<file path="src/rtl/hamming_pkg.sv">
// Shared helpers for the SECDED Hamming codec: code geometry and
// classification codes.
package hamming_pkg;

    localparam logic [1:0] CLEAN  = 2'd0;
    localparam logic [1:0] SINGLE = 2'd1;
    localparam logic [1:0] DOUBLE = 2'd2;

    function automatic int calc_parity_bits(input int data_w);
        int p;
        p = 0;
        for (int i = 1; i < 31; i++) begin
            if (p == 0 && (1 << i) >= data_w + i + 1) p = i;
        end
        return p;
    endfunction

    function automatic bit is_pow2(input int k);
        return (k > 0) && ((k & (k - 1)) == 0);
    endfunction

    // Data bit i lands on the (i+1)-th non power-of-two position.
    function automatic int data_pos(input int i);
        int cnt;
        int pos;
        cnt = 0;
        pos = 0;
        for (int k = 1; k <= 2 * i + 3; k++) begin
            if (!is_pow2(k)) begin
                if (cnt == i) pos = k;
                cnt++;
            end
        end
        return pos;
    endfunction

endpackage

</file>
<file path="src/rtl/hamming_syndrome.sv">
// Combinational syndrome and overall-parity check of a received
// SECDED codeword.
module hamming_syndrome
    import hamming_pkg::*;
#(
    parameter  int DATA_W = 8,
    localparam int P      = calc_parity_bits(DATA_W),
    localparam int CODE_W = DATA_W + P + 1
) (
    input  logic [CODE_W-1:0] code,
    output logic [P-1:0]      syn,
    output logic              q
);

    localparam int N = DATA_W + P;

    // Syndrome bit j covers every position whose index has bit j set.
    always_comb begin
        syn = '0;
        for (int k = 1; k <= N; k++) begin
            for (int j = 0; j < P; j++) begin
                if (((k >> j) & 1) == 1) syn[j] = syn[j] ^ code[k-1];
            end
        end
        q = ^code;
    end

endmodule

</file>
<file path="src/rtl/hamming_secded_decoder.sv">
// Two-stage pipelined SECDED Hamming decoder with valid/ready flow
// control and saturating correction statistics.
module hamming_secded_decoder
    import hamming_pkg::*;
#(
    parameter  int DATA_W = 8,
    parameter  int CNT_W  = 16,
    localparam int P      = calc_parity_bits(DATA_W),
    localparam int CODE_W = DATA_W + P + 1
) (
    input  logic              clk,
    input  logic              rst,
    input  logic              in_valid,
    output logic              in_ready,
    input  logic [CODE_W-1:0] in_code,
    output logic              out_valid,
    input  logic              out_ready,
    output logic [DATA_W-1:0] out_data,
    output logic              out_single,
    output logic              out_double,
    output logic [P-1:0]      out_syndrome,
    input  logic              clr_cnt,
    output logic [CNT_W-1:0]  corr_cnt,
    output logic [CNT_W-1:0]  uncorr_cnt
);

    localparam int N = DATA_W + P;

    typedef struct packed {
        logic              vld;
        logic [P-1:0]      syn;
        logic              q;
        logic [DATA_W-1:0] dat;
    } s1_t;

    typedef struct packed {
        logic              vld;
        logic [DATA_W-1:0] dat;
        logic [1:0]        cls;
        logic [P-1:0]      syn;
    } s2_t;

    s1_t              s1_d, s1_q;
    s2_t              s2_d, s2_q;
    logic [CNT_W-1:0] corr_d, corr_q;
    logic [CNT_W-1:0] uncorr_d, uncorr_q;
    logic [P-1:0]     syn;
    logic             q;
    logic [DATA_W-1:0] raw_dat;
    logic [DATA_W-1:0] fix_dat;
    logic [1:0]       cls;
    logic             advance;
    logic             out_hs;

    hamming_syndrome #(.DATA_W(DATA_W)) u_syn (
        .code (in_code),
        .syn  (syn),
        .q    (q)
    );

    assign advance = !s2_q.vld || out_ready;
    assign in_ready = advance;
    assign out_hs = s2_q.vld && out_ready;

    always_comb begin
        cls = DOUBLE;
        unique case (1'b1)
            (!s1_q.q && s1_q.syn == '0):           cls = CLEAN;
            (s1_q.q && int'(s1_q.syn) <= N):       cls = SINGLE;
            default:                               cls = DOUBLE;
        endcase
    end

    // Only data positions are kept; a parity-bit hit needs no repair.
    for (genvar g = 0; g < DATA_W; g++) begin : g_dat
        localparam int DP = data_pos(g);
        assign raw_dat[g] = in_code[DP-1];
        assign fix_dat[g] = s1_q.dat[g]
                          ^ (cls == SINGLE && int'(s1_q.syn) == DP);
    end

    always_comb begin
        s1_d = s1_q;
        s2_d = s2_q;
        if (advance) begin
            s1_d.vld = in_valid;
            s1_d.syn = syn;
            s1_d.q   = q;
            s1_d.dat = raw_dat;
            s2_d.vld = s1_q.vld;
            s2_d.dat = fix_dat;
            s2_d.cls = cls;
            s2_d.syn = s1_q.syn;
        end
    end

    // Clear wins over a coincident increment.
    always_comb begin
        corr_d   = corr_q;
        uncorr_d = uncorr_q;
        if (clr_cnt) begin
            corr_d   = '0;
            uncorr_d = '0;
        end else if (out_hs) begin
            if (s2_q.cls == SINGLE && corr_q != '1)
                corr_d = corr_q + CNT_W'(1);
            if (s2_q.cls == DOUBLE && uncorr_q != '1)
                uncorr_d = uncorr_q + CNT_W'(1);
        end
    end

    always_ff @(posedge clk) begin
        if (rst) begin
            s1_q     <= '0;
            s2_q     <= '0;
            corr_q   <= '0;
            uncorr_q <= '0;
        end else begin
            s1_q     <= s1_d;
            s2_q     <= s2_d;
            corr_q   <= corr_d;
            uncorr_q <= uncorr_d;
        end
    end

    assign out_valid    = s2_q.vld;
    assign out_data     = s2_q.dat;
    assign out_single   = s2_q.cls == SINGLE;
    assign out_double   = s2_q.cls == DOUBLE;
    assign out_syndrome = s2_q.syn;
    assign corr_cnt     = corr_q;
    assign uncorr_cnt   = uncorr_q;

endmodule

</file>
<file path="config.mk">
export PLATFORM = sky130hd
export DESIGN_NAME = hamming_secded_decoder
export DESIGN_NICKNAME = d
export VERILOG_FILES = /design/src/rtl/hamming_pkg.sv /design/src/rtl/hamming_syndrome.sv /design/src/rtl/hamming_secded_decoder.sv
export SDC_FILE = /design/constraint.sdc
export NUM_CORES = 1
export LEC_CHECK = 0
export BUFFER_PORTS_ARGS = -buffer_cell sky130_fd_sc_hd__buf_4
export CAP_MARGIN = 40
export CORE_UTILIZATION = 47
export CTS_CLUSTER_DIAMETER = 30
export DETAILED_ROUTE_END_ITERATION = 8
export PLACE_DENSITY = 0.79
export SLEW_MARGIN = 0
export SYNTH_ARGS = -nofsm -noshare
export SYNTH_HDL_FRONTEND = slang
export SYNTH_SLANG_ARGS = --single-unit
</file>
<file path="constraint.sdc">
create_clock -name clk -period 1.71 [get_ports clk]
set_input_delay 0.171 -clock clk [delete_from_list [all_inputs] [get_ports clk]]
set_output_delay 0.171 -clock clk [all_outputs]
set_load 0.1 [all_outputs]
</file>
# Yosys cells after proc, flatten, opt, wreduce, memory -nomap -nowiden
# Index checks and enable logic that the tools add are counted.
[totals]
romBits = 0
mem_bits_rw = 0
latchBits = 0
inputBits = 18
ff_bits = 61
wordCells = 74
n_memories = 0
output_inout_bits = 48
[classes]
reduce_logical = 21
n_shift = 0
div_mod_pow = 0
mul = 0
magnitude_cmp = 1
muxes = 1
n_eq_ne = 13
bitwise_logic = 26
add_sub_neg = 2
[op_table]
columns = ["operator", "n"]
rows = [
  ["$add A16 B1 Y16 const B", 2],
  ["$ne A16 B16 Y1 const B", 2],
  ["$xor A1 B1 Y1", 26],
  ["$eq A4 B4 Y1 const B", 6],
  ["$logic_and A1 B1 Y1", 13],
  ["$reduce_xor A13 Y1", 1],
  ["$eq A4 B3 Y1 const B", 2],
  ["$eq A2 B1 Y1 const B", 2],
  ["$le A4 B4 Y1 const B", 1],
  ["$logic_not A4 Y1", 1],
  ["$pmux W2 S2", 1],
  ["$reduce_and A2 Y1", 2],
  ["$eq A2 B2 Y1 const B", 1],
  ["$logic_not A1 Y1", 2],
  ["$reduce_or A2 Y1", 1],
  ["$logic_or A1 B1 Y1", 1],
]

# Logic depth before layout (Yosys ltp)
# Gate-level depths: netlist (run 1).
[depth]
word_depth = 6
ltp_mapped = 7
depth_no_buf = 6

# Cells and area by module
# Synthesis (run 1) repeated with hierarchy kept, for this count alone.
[unflattened]
cells_unflattened = 372
hier_area_um2 = 3113.0
[by_module_without_submodules]
columns = ["mod", "cells_per_inst", "n_inst", "seq_area_each_um2", "area_per_inst_um2"]
rows = [
  ["hamming_secded_decoder", 355, 1, 1221.2, 2906.5],
  ["hamming_syndrome", 17, 1, 0.0, 206.4],
]

# Worst setup path before layout (run 1)
# OpenSTA, ideal clock, no wires.
[synth_path]
path_type = "reg2reg"
start = "register s2_q[4] (netlist name)"
end = "register corr_q[6], in the netlist corr_cnt[6]"
synth_period_minus_slack_ns = 2.839
arrival_ns = 2.776
t_required_ns = 1.647
setup_ns = 0.063
slack_ns = -1.129
n_path_buf = 1
stages_incl_launch_ff = 7
path_cell_list = "dfxtp_1 > nor2b_1 > and3_1 > o21ai_1 > buf_4 > or4_1 > nand2_1"
[synth_between]
elab_chain_len = 3
[synth_rtl]
columns = ["element", "line_no", "source"]
rows = [
  ["start, declared", "hamming_secded_decoder.sv:44", "s2_t s2_d, s2_q;"],
  ["start signal, assigned", "hamming_secded_decoder.sv:115", "s2_q <= '0;"],
  ["start signal, assigned", "hamming_secded_decoder.sv:120", "s2_q <= s2_d;"],
  ["$eq A2 B1 Y1", "-", ""],
  ["named net out_single", "hamming_secded_decoder.sv:19", "output logic out_single,"],
  ["$logic_and A1 B1 Y1", "hamming_secded_decoder.sv:105", "if (s2_q.cls == SINGLE && corr_q != '1)"],
  ["$reduce_and A2 Y1 (no source line)", "-", ""],
  ["end signal, assigned", "hamming_secded_decoder.sv:121", "corr_q <= corr_d;"],
  ["end, declared", "hamming_secded_decoder.sv:45", "logic [CNT_W-1:0] corr_d, corr_q;"],
]
# The timed path passes the listed nets, and every way through them passes these cells.
# A chain may end at the register's enable or synchronous reset.

# Final worst setup path (run 1)
[layout_path]
start = "register corr_q[1], in the netlist corr_cnt[1]"
end = "register corr_q[10], in the netlist corr_cnt[10]"
[layout_between]
elab_chain_len = 3
word_cells_on_any_way = 4
classes_between = "add/sub: 1; eq/ne: 1; reduce/logical: 2"
[layout_rtl]
columns = ["element"]
rows = [
  ["branches (longest 3 deep; another with $add A16 B1 Y16)"],
]
# Parallel ways; which one is timed is not known.

==> out/results.md, run 1 <==
| Group | Result | This run |
|:---|:---|:---|
| status | Status | complete, no violations |
| hold path | Worst Hold Class | in -> reg |
| floorplan | Number of top-level design ports | 66 |
| floorplan | Die Height | 82.1 um |
| placed design | Placer's final routability congestion estimate | 0.895 |
| grt | Largest net degree at the start of global routing | 32 |
| power | Worst VDD drop | 0.533 mV |
| power | Ratio of total power to cell area | 887 nW/um^2 |
| finish | Proportion of layout cells with a drive suffix above 1 | 34.3% |
| placed design | Final HPWL from detailed placement | 4720 um |
| routing | Post-DR wirelength/cell | 12.8 um |
| grt | GRT Util Overall | 20.9% |
| timing | Top achievable clock speed | 0.608 GHz |
| grt | Total congestion overflow | 0 |
| timing | Worst-margin pin slew | 475 ps |
| finish | Area added between synthesis and finish | 31.1% |
| timing | Worst slack on hold paths | 75.1 ps |
| yosys | Share of synthesized flip-flops with an asynchronous set or reset | 0% |
| worst setup path | Buffer and inverter count on the worst path | 1 |
| worst setup path | Setup crit end kind | flip-flop |
| floorplan | Horizontal extent of the die | 82.1 um |
| yosys | Synthesized netlist net count | 377 |
| clock network | Clock sink count | 61 |
| worst setup path | Type of the worst setup path | reg -> reg |
| yosys | Summed instance area of the synthesized netlist | 3020 um^2 |
| clock network | Later-pin clock latency in the skew report | 350 ps |
| yosys | Count of different cell masters after synthesis | 47 |
| grt | Initial antenna violation count | 0 |
| routing | Final routed wirelength across all metal layers | 6390 um |
| clock network | Clock H-tree levels | 3 |
| timing | Unrepaired setup endpoints after global routing | false |
| yosys | Syn avg cell area | 8.45 um^2 |
| finish | ANT cells | 0 |
| grt | First-pass GRT wire length | 10800 um |
| power | Static leakage | 1.50 nW |
| worst setup path | Cell-by-cell trace of the critical path | ha_4, inv_1, or4_4, or3_1, a21oi_1 |
| worst setup path | Largest incremental delay on the critical path | 530 ps |
| finish | Total number of nets in the final design | 441 |
| routing | Number of detailed-route iterations in the first pass | 4 |
| routing | Detailed-route DRC error count | 0 |
| yosys | Gate Count Post-Synth | 357 |
| grt | Number of global-route vias before repair | 2520 |
| clock network | CTS tree | yes |
| clock network | Clock buffer depth | 2 |
| worst setup path | Slowest stage cell on the critical path | sky130_fd_sc_hd__or4_4 |
| yosys | Cell taking the most area after synthesis | sky130_fd_sc_hd__dfxtp_1 |
| timing | Fin crit period | 1640 ps |
| routing | Routed via count | 2687 |
| worst setup path | Setup crit start kind | flip-flop |
| worst setup path | Required time of the worst setup path | 1990 ps |
| clock network | CTS Buf Count | 9 |
| clock network | Reg clk slew, reported paths | 70 ps |
| timing | Max transition margin | 68.2% |
| floorplan | Die Footprint | 6740 um^2 |
| worst setup path | Crit path arrival time | 1920 ps |
| worst setup path | Worst Path Max Fanout | 5 |
| yosys | Top-area cell type share of the netlist area | 40.5% |
| yosys | Post-synthesis sequential area ratio | 40.5% |
| routing | Routed Antenna Nets | 0 |
| worst setup path | Top cell family by delay on the critical path | simple AND/OR/NAND/NOR gates |
| timing | Max Slew Vio Count | 0 |
| clock network | Cell at the root of the clock tree | sky130_fd_sc_hd__clkbuf_8 |
| timing | Crit share post-route | 96.2% |
| floorplan | Placeable core region | 6060 um^2 |
| timing | Worst setup skew after layout | 4.38 ps |
| routing | DR iter-0 viols | 136 |
| routing | Ratio of routed vias to standard cells | 5.36 |
| yosys | EDFF count, synth | 0 |
| yosys | Synth area leaders | sky130_fd_sc_hd__dfxtp_1, sky130_fd_sc_hd__xnor2_1, sky130_fd_sc_hd__nand2_1 |
| timing | Final Hold Fails | 0 |
| yosys | Number of warnings printed during yosys synthesis | 0 |
| timing | Setup violation total in the final timing report | 0 |
| yosys | Main synth FF type | sky130_fd_sc_hd__dfxtp_1 |
| run | # Max-Cap Violations | 0 |
| floorplan | Initial core utilization | 49.8% |
| finish | Core utilization of the finished layout | 65.2% |
| placed design | Port Buffers | 65 |
| floorplan | Row count | 28 |
| yosys | Flops & latches, synth | 61 |
Yosys cell counts, types with 2 or more instances:
| cell type | number |
|---|---|
| sky130_fd_sc_hd__a211oi_1 | 7 |
| sky130_fd_sc_hd__a21oi_1 | 21 |
| sky130_fd_sc_hd__a311oi_1 | 7 |
| sky130_fd_sc_hd__and2_1 | 3 |
| sky130_fd_sc_hd__and3_1 | 2 |
| sky130_fd_sc_hd__and4_1 | 2 |
| sky130_fd_sc_hd__buf_1 | 4 |
| sky130_fd_sc_hd__buf_4 | 13 |
| sky130_fd_sc_hd__clkbuf_1 | 9 |
| sky130_fd_sc_hd__dfxtp_1 | 61 |
| sky130_fd_sc_hd__ha_1 | 2 |
| sky130_fd_sc_hd__inv_1 | 3 |
| sky130_fd_sc_hd__nand2_1 | 48 |
| sky130_fd_sc_hd__nand2b_1 | 2 |
| sky130_fd_sc_hd__nand3_1 | 11 |
| sky130_fd_sc_hd__nand3b_1 | 3 |
| sky130_fd_sc_hd__nand4_1 | 9 |
| sky130_fd_sc_hd__nand4_2 | 2 |
| sky130_fd_sc_hd__nand4b_1 | 2 |
| sky130_fd_sc_hd__nor2_1 | 40 |
| sky130_fd_sc_hd__nor2b_1 | 3 |
| sky130_fd_sc_hd__nor3_1 | 3 |
| sky130_fd_sc_hd__nor4_1 | 7 |
| sky130_fd_sc_hd__o211ai_1 | 6 |
| sky130_fd_sc_hd__o21ai_0 | 11 |
| sky130_fd_sc_hd__or3_1 | 8 |
| sky130_fd_sc_hd__or4_1 | 5 |
| sky130_fd_sc_hd__xnor2_1 | 32 |
| sky130_fd_sc_hd__xor2_1 | 13 |
stage by stage:
step	instance area, um^2	worst slack, ps	TNS (ps)	instances	total power, mW
after floorplan	3190	-233	-1110	357	2.12
after global placement	3720	111	0	483	2.24
after detailed placement	3720	57.7	0	483	2.25
after CTS	3920	7.20	0	499	3.54
after global routing	3950	2.41	0	501	3.64
final	3950	65.0	0	501	3.51
timing repair:
action,in CTS,in global routing
setup buffers,0,2
setup endpoints to repair,0,10
gates resized for setup,0,6
hold buffers,0,0
per-layer routing:
layer / vias to the layer above / share of wire [%] / global-route usage, %
met5: - / 0 / 0
met2: 72 / 50 / 37.9
met1: 1224 / 43 / 22.9
met4: 0 / 2.3 / 11.8
li1: 1379 / - / -
met3: 12 / 4.6 / 3.52
logic make-up after synthesis:
| logic type | after synthesis | share of synthesized area, % |
|---|---|---|
| AO/OA/AOI/OAI | 60 | 12.7 |
| XOR/XNOR | 45 | 13.1 |
| adder cells (fa/ha/maj) | 2 | 0.830 |
| buffers and inverters | 31 | 5.52 |
| flip-flops | 61 | 40.5 |
| multiplexers | 1 | 0.332 |
| AND/OR/NAND/NOR | 157 | 27.1 |
final cells by class:
cell class | count | area (um^2)
Multi-Input combinational cell | 265 | 1690
Inverter | 4 | 17.5
Tap cell | 75 | 93.8
Fill cell | 503 | 2110
Timing Repair Buffer | 80 | 601
Clock buffer | 13 | 191
Sequential cell | 61 | 1340
Clock inverter | 3 | 13.8
flip-flops by register name, indices dropped and copies added (netlist names):
register      flops
out_data          8
s2_q              2
corr_cnt         16
out_valid         1
s1_q             14
uncorr_cnt       16
out_syndrome      4
where the power goes:
group / switching [mW] / internal (mW) / leakage [nW]
registers: 0.0858 / 1.45 / 0.524
logic: 0.449 / 0.229 / 0.865
clock network: 0.560 / 0.732 / 0.107
cell usage in the layout, fill, tap and decap left out, drive strengths merged, types with 2 or more instances in the layout:
cell	count
nor3	4
nor2	40
clkbuf	13
clkinv	3
ha	2
nand4b	3
xor2	13
o211ai	6
nand3b	3
or3	9
nor4	7
dfxtp	61
a311oi	7
a211oi	7
inv	4
nand3	11
nand2	48
or4	6
o21ai	12
nand4	11
and3	2
buf	80
and4	2
nor2b	3
a21oi	21
xnor2	32
and2	3
nand2b	2
worst paths after layout:
kind                                startpoint                            to  slack, ps  depth (start not counted)
setup reg to reg      corr_cnt[1]$_SDFFE_PP0P_     corr_cnt[10]$_SDFFE_PP0P_         70                          5
setup / recovery      corr_cnt[1]$_SDFFE_PP0P_     corr_cnt[10]$_SDFFE_PP0P_         70                          5
hold / removal                        in_valid         s1_q[13]$_SDFFE_PP0P_         80                          3
hold reg to reg   out_syndrome[3]$_SDFFE_PP0P_  out_syndrome[3]$_SDFFE_PP0P_        450                          2
worst min-delay path, cell delays in order:
cell and delay, ps:
sky130_fd_sc_hd__buf_4 110, sky130_fd_sc_hd__nand2_1 40, sky130_fd_sc_hd__a21oi_1 50
Power figures use the tool's default switching activity.
==> run 2, diff against run 1 <==
--- a/config.mk
+++ b/config.mk
@@ -10,7 +10,7 @@
 export CORE_UTILIZATION = 47
 export CTS_CLUSTER_DIAMETER = 30
 export DETAILED_ROUTE_END_ITERATION = 8
-export PLACE_DENSITY = 0.79
+export PLACE_DENSITY = 0.85
 export SLEW_MARGIN = 0
 export SYNTH_ARGS = -nofsm -noshare
 export SYNTH_HDL_FRONTEND = slang
==> run 2 against run 1 <==
Against the previous run: first-iteration DRC count is 8.1% lower; via count increased by 2.1%; global-route usage rose by 0.23 points; wire length grew 2.6%; clock skew increased by 7.6 ps; fmax fell by 0.57%; hold slack improved by 16 ps; final area fell by 0.41%; critical path type unchanged; sequential share of layout area increased by 0.14 points; flip-flop and latch count is the same; register-to-register slack barely moved; largest cell class unchanged.
==> out/results.md, run 2 (synthesis gave the netlist of run 1 again) <==
| Group | Result | This run |
|:---|:---|:---|
| status | Status | complete, no violations |
| timing | Fin crit period | 1650 ps |
| floorplan | Number of top-level design ports | 66 |
| worst setup path | Worst Path Max Fanout | 7 |
| worst setup path | Register-to-Register Setup Slack | 60 ps |
| routing | Detailed-route DRC error count | 0 |
| worst setup path | Slowest stage cell on the critical path | sky130_fd_sc_hd__nor4_1 |
| clock network | Hold-fix buffers, CTS | 0 |
| placed design | Placer's final routability congestion estimate | 0.831 |
| timing | Final critical-path setup slack | 55.6 ps |
| timing | Crit share post-route | 96.8% |
| power | Sequential group share of total power | 45.4% |
| grt | Number of global-route vias before repair | 2561 |
| worst setup path | Worst R2R End | uncorr_cnt[8]$_SDFFE_PP0P_ |
| clock network | Cell at the root of the clock tree | sky130_fd_sc_hd__clkbuf_8 |
| placed design | Standard cell area after detailed placement | 3700 um^2 |
| floorplan | Horizontal extent of the die | 82.1 um |
| floorplan | Die Height | 82.1 um |
| routing | Post-DR wirelength/cell | 13.1 um |
| finish | Area added between synthesis and finish | 30.6% |
| clock network | Reg clk slew, reported paths | 60 ps |
| routing | Ratio of routed vias to standard cells | 5.49 |
| routing | Number of detailed-route iterations in the first pass | 4 |
| finish | Most common cell after layout, fill and taps aside | sky130_fd_sc_hd__buf_4 |
| finish | ANT cells | 0 |
| clock network | Clock sink count | 61 |
| routing | Final routed wirelength across all metal layers | 6560 um |
| worst setup path | Type of the worst setup path | reg -> reg |
| routing | Routed via count | 2743 |
| timing | Max Slew Vio Count | 0 |
| worst setup path | Startpoint of the most critical setup path | uncorr_cnt[0]$_SDFFE_PP0P_ |
| finish | Layout Cell Area excl Fill | 3940 um^2 |
| placed design | Final HPWL from detailed placement | 4840 um |
| clock network | CTS Buf Count | 9 |
| worst setup path | Setup crit start kind | flip-flop |
| placed design | Port Buffers | 65 |
| timing | Top achievable clock speed | 0.604 GHz |
| routing | Routed Antenna Nets | 0 |
| floorplan | Initial core utilization | 49.8% |
| routing | DR iter-0 viols | 125 |
| grt | Largest net degree at the start of global routing | 32 |
| hold path | Worst Hold Class | in -> reg |
| finish | Total number of nets in the final design | 440 |
| grt | Initial antenna violation count | 0 |
| hold path | Endpoint of the worst hold-timing path | s1_q[13]$_SDFFE_PP0P_ |
| hold path | Hold Crit Depth | 3 |
| worst setup path | Crit path arrival time | 1870 ps |
| timing | Max transition margin | 69.2% |
| placed design | Count of placed standard cells including taps | 481 |
| floorplan | Die Footprint | 6740 um^2 |
| timing | Worst-margin pin slew | 461 ps |
| grt | Total congestion overflow | 0 |
| worst setup path | R2r worst-path depth | 7 |
| timing | Worst slack on hold paths | 91.4 ps |
| grt | GRT Util Overall | 21.1% |
| power | Net Sw Frac | 31.4% |
| finish | Count of non-filler cells in the finished layout | 500 |
| grt | Global routing met1 resource utilization | 24.0% |
| grt | First-pass GRT wire length | 11000 um |
| clock network | Clock buffer depth | 2 |
| grt | Met3 track demand over resource in global routing | 4.40% |
| finish | Proportion of layout cells with a drive suffix above 1 | 34.1% |
| power | Share of total power in the clock network | 34.6% |
| finish | Core utilization of the finished layout | 65.0% |
| clock network | CTS tree | yes |
| power | Static leakage | 1.49 nW |
| worst setup path | Largest incremental delay on the critical path | 370 ps |
| worst setup path | Required time of the worst setup path | 1930 ps |
| finish | Commonest cells after routing, fill and taps aside | sky130_fd_sc_hd__buf_4, sky130_fd_sc_hd__nand2_1, sky130_fd_sc_hd__nor2_1, sky130_fd_sc_hd__xnor2_1, sky130_fd_sc_hd__dfxtp_4 |
| worst setup path | Setup crit end kind | flip-flop |
| power | Part of the total power dissipated in combinational logic | 19.9% |
| placed design | Placement Setup Slack | -8.65 ps |
| timing | Worst setup skew after layout | 11.9 ps |
| clock network | Clock H-tree levels | 3 |
| run | # Max-Cap Violations | 0 |
| power | Net switching power | 1.06 mW |
| grt | Global-route track usage on met2 | 38.5% |
| power | Worst VDD drop | 0.426 mV |
| hold path | Launch point of the worst hold path | in_valid |
| timing | Setup violation total in the final timing report | 0 |
| worst setup path | Cell-by-cell trace of the critical path | ha_4, nand2_1, nor4_4, buf_4, nor4_1, xnor2_1, nor2_1 |
| power | Ratio of total power to cell area | 860 nW/um^2 |
| timing | Final Hold Fails | 0 |
| power | Int Power | 2.32 mW |
| finish | Fill cell count | 516 |
| worst setup path | FF-to-FF Start | uncorr_cnt[0]$_SDFFE_PP0P_ |
| floorplan | Row count | 28 |
| grt | Busiest metal layer after global routing | met2 |
| floorplan | Placeable core region | 6060 um^2 |
| clock network | Later-pin clock latency in the skew report | 350 ps |
[run 2: changes by cell type in the layout (fill, tap and decap cells not counted), sizes merged]
cell	previous run	this run
clkbuf	13	15
buf	80	79
clkinv	3	1
[run 2: worst max path at each step]
stage / end / slack, ps
finish: uncorr_cnt[8]$_SDFFE_PP0P_ / 60
global route: corr_cnt[10]$_SDFFE_PP0P_ / -2
CTS: in_ready / 6
detailed placement: uncorr_cnt[5]$_SDFFE_PP0P_ / -9
global placement: corr_cnt[13]$_SDFFE_PP0P_ / 90
floorplan: corr_cnt[6]$_SDFFE_PP0P_ / -230
[run 2: cell type report]
class | instances | area [um^2] | area share, %
clock buffers | 15 | 176 | 4.48
clock inverters | 1 | 5.00 | 0.127
inverters | 4 | 17.5 | 0.445
multi-input cells | 265 | 1710 | 43.4
flip-flops and latches | 61 | 1340 | 34.1
well taps | 75 | 93.8 | 2.38
repair buffers | 79 | 593 | 15.1
[run 2: timing repair]
action / in CTS / in global routing
resized for setup: 1 / 7
pin swaps: 0 / 5
buffers inserted: 0 / 3
endpoints found under the hold margin: 0 / 0
endpoints found under the setup margin: 1 / 12
[run 2: critical path, delay by kind of cell (launching register included)]
kind / cells / cell delay [ps]
flops: 1 / 360
buf+inv: 1 / 160
xor+xnor: 1 / 160
simple gates: 4 / 680
fa+ha+maj: 1 / 170
[run 2: routing by layer]
| layer | wire length [um] | vias to the layer above |
|---|---|---|
| li1 | - | 1378 |
| met1 | 2770 | 1284 |
| met2 | 3400 | 73 |
| met3 | 348 | 8 |
| met4 | 44 | 0 |
| met5 | 0 | - |
[run 2: through the flow]
stage | TNS, ps | power, mW
global placement | 0 | 2.24
floorplan | -1110 | 2.12
detailed placement | -8.65 | 2.25
global route | -2.45 | 3.53
finish | 0 | 3.39
CTS | 0 | 3.40
[run 2: power groups by stage]
stage	Combinational [mW]	Clock, mW	Sequential, mW
after CTS	0.680	1.19	1.54
after global routing	0.721	1.25	1.55
after global placement	0.672	0	1.56
final	0.675	1.17	1.54
after floorplan	0.568	0	1.55
after detailed placement	0.678	0	1.57
==> run 3, diff against run 2 <==
==> constraint.sdc (replaced) <==
create_clock -name clk -period 1.71 [get_ports clk]
set_input_delay 0.342 -clock clk [delete_from_list [all_inputs] [get_ports clk]]
set_output_delay 0.342 -clock clk [all_outputs]
set_load 0.1 [all_outputs]
==> run 3 against run 2 <==
Against the previous run: combinational power rose by 2%; critical path depth down 1; worst setup slack lost 5.9 ps; sequential share of layout area decreased by 0.63 points; critical endpoint is now uncorr_cnt[1]$_SDFFE_PP0P_.
==> out/results.md, run 3 (synthesis gave the netlist of run 1 again) <==
| Group | Result | This run |
|:---|:---|:---|
| timing | Setup violation total in the final timing report | 0 |
| worst setup path | Type of the worst setup path | reg -> reg |
| routing | Detailed-route DRC error count | 0 |
| routing | DR iter-0 viols | 110 |
| worst setup path | Setup crit start kind | flip-flop |
| grt | First-pass GRT wire length | 11300 um |
| power | Overall power after layout | 3.62 mW |
| hold path | Worst Hold Class | in -> reg |
| clock network | CTS Buf Count | 9 |
| placed design | Placement Setup Slack | 47.1 ps |
| finish | Count of non-filler cells in the finished layout | 503 |
| run | # Max-Cap Violations | 0 |
| worst setup path | Slowest stage cell on the critical path | sky130_fd_sc_hd__dfxtp_4 |
| worst setup path | Required time of the worst setup path | 1940 ps |
| worst setup path | Setup crit end kind | flip-flop |
| timing | Unrepaired setup endpoints after global routing | true |
| power | Worst VDD drop | 0.625 mV |
| timing | Final Hold Fails | 0 |
| power | Ratio of total power to cell area | 902 nW/um^2 |
| routing | Ratio of routed vias to standard cells | 5.42 |
| finish | Area taken by flip-flops and latches | 1340 um^2 |
| finish | Core utilization of the finished layout | 66.2% |
| worst setup path | Largest incremental delay on the critical path | 380 ps |
| floorplan | Number of top-level design ports | 66 |
| finish | Commonest cells after routing, fill and taps aside | sky130_fd_sc_hd__buf_4, sky130_fd_sc_hd__nand2_1, sky130_fd_sc_hd__nor2_1, sky130_fd_sc_hd__xnor2_1, sky130_fd_sc_hd__dfxtp_4 |
| timing | Max Slew Vio Count | 0 |
| floorplan | Die Height | 82.1 um |
| floorplan | Placeable core region | 6060 um^2 |
| routing | Routed via count | 2726 |
| timing | Total negative slack | 0 ps |
| floorplan | Die Footprint | 6740 um^2 |
| floorplan | Initial core utilization | 49.8% |
| timing | Final critical-path setup slack | 49.7 ps |
| grt | Number of global-route vias before repair | 2536 |
| routing | Post-DR wirelength/cell | 14.0 um |
| finish | Area added between synthesis and finish | 33.0% |
| grt | GRT Util Overall | 22.2% |
| timing | Top achievable clock speed | 0.602 GHz |
| finish | ANT cells | 0 |
| clock network | CTS tree | yes |
| clock network | Clock buffer depth | 2 |
| clock network | Later-pin clock latency in the skew report | 340 ps |
| timing | Fin crit period | 1660 ps |
| grt | Total congestion overflow | 0 |
| placed design | Final HPWL from detailed placement | 4990 um |
| floorplan | Horizontal extent of the die | 82.1 um |
| status | Status | complete, no violations |
| clock network | Reg clk slew, reported paths | 70 ps |
| finish | Proportion of layout cells with a drive suffix above 1 | 35.0% |
| power | Static leakage | 1.51 nW |
| finish | Fill cell count | 484 |
| grt | Largest net degree at the start of global routing | 32 |
| floorplan | Row count | 28 |
| placed design | Port Buffers | 65 |
| placed design | Placer's final routability congestion estimate | 0.857 |
| timing | Max transition margin | 70.6% |
| clock network | Clock H-tree levels | 3 |
| worst setup path | Crit path arrival time | 1890 ps |
| finish | Total number of nets in the final design | 443 |
| placed design | Count of placed standard cells including taps | 482 |
| routing | Number of detailed-route iterations in the first pass | 4 |
| timing | Worst-margin pin slew | 439 ps |
| finish | Most common cell after layout, fill and taps aside | sky130_fd_sc_hd__buf_4 |
| worst setup path | Cell-by-cell trace of the critical path | nand4_1, nor4_4, buf_4, a21oi_1, mux2i_1, nor2_1 |
| routing | Routed Antenna Nets | 0 |
| clock network | Clock sink count | 61 |
| timing | Crit share post-route | 97.1% |
| clock network | Cell at the root of the clock tree | sky130_fd_sc_hd__clkbuf_8 |
| finish | Area occupied by multi-input gates | 1740 um^2 |
| grt | Initial antenna violation count | 0 |
| worst setup path | Worst Path Max Fanout | 6 |
| routing | Final routed wirelength across all metal layers | 7030 um |
| timing | Worst setup skew after layout | 7.16 ps |
[run 3: changes by cell type in the layout (fill, tap and decap cells not counted), sizes merged]
| cell | delta |
|---|---|
| o21ai | +1 |
| clkbuf | -4 |
| bufinv | +2 |
| buf | +2 |
| clkinv | +2 |
[run 3: path summary, 6_finish.rpt]
path / startpoint / endpoint / slack [ps] / depth (start not counted)
hold reg to reg: s1_q[13]$_SDFFE_PP0P_ / s1_q[13]$_SDFFE_PP0P_ / 450 / 2
hold / removal: in_valid / s1_q[13]$_SDFFE_PP0P_ / 260 / 3
setup / recovery: uncorr_cnt[11]$_SDFFE_PP0P_ / uncorr_cnt[1]$_SDFFE_PP0P_ / 50 / 6
setup reg to reg: uncorr_cnt[11]$_SDFFE_PP0P_ / uncorr_cnt[1]$_SDFFE_PP0P_ / 50 / 6
[run 3: layout make-up]
| cell class | instances | area share, % |
|---|---|---|
| clock buffer | 11 | 3.52 |
| clock inverter | 5 | 1.84 |
| inverter | 4 | 0.374 |
| multi-input combinational | 266 | 43.3 |
| sequential | 61 | 33.5 |
| tap | 75 | 2.34 |
| timing repair buffer | 81 | 15.2 |
[run 3: what timing repair did]
action,4_1_cts,5_1_grt
setup buffers,0,4
setup endpoints to repair,0,12
hold buffers,0,0
gates resized for setup,0,6
[run 3: metrics by stage]
step           area (um^2)  hold WS, ps
2_1_floorplan         3220          432
3_3_place_gp          3730          442
3_5_place_dp          3730          444
4_1_cts               3950          254
5_1_grt               4010          251
6_report              4010          259
[run 3: critical path: cells and delay by family, from the launching register on]
kind,cells,cell delay [ps]
compound gates,1,120
buf+inv,1,200
flops,1,380
mux,1,210
simple gates,3,640
[run 3: per-layer routing]
layer  global-route usage (%)  part of all wire [%]
met1                     24.1                    41
met2                     40.8                    53
met3                     4.84                   4.2
met4                     10.2                   1.3
met5                        0                     0
[run 3: power by group]
group	switching, mW	internal, mW	leakage, nW
registers	0.0916	1.45	0.524
clock network	0.539	0.851	0.111
logic	0.456	0.230	0.876
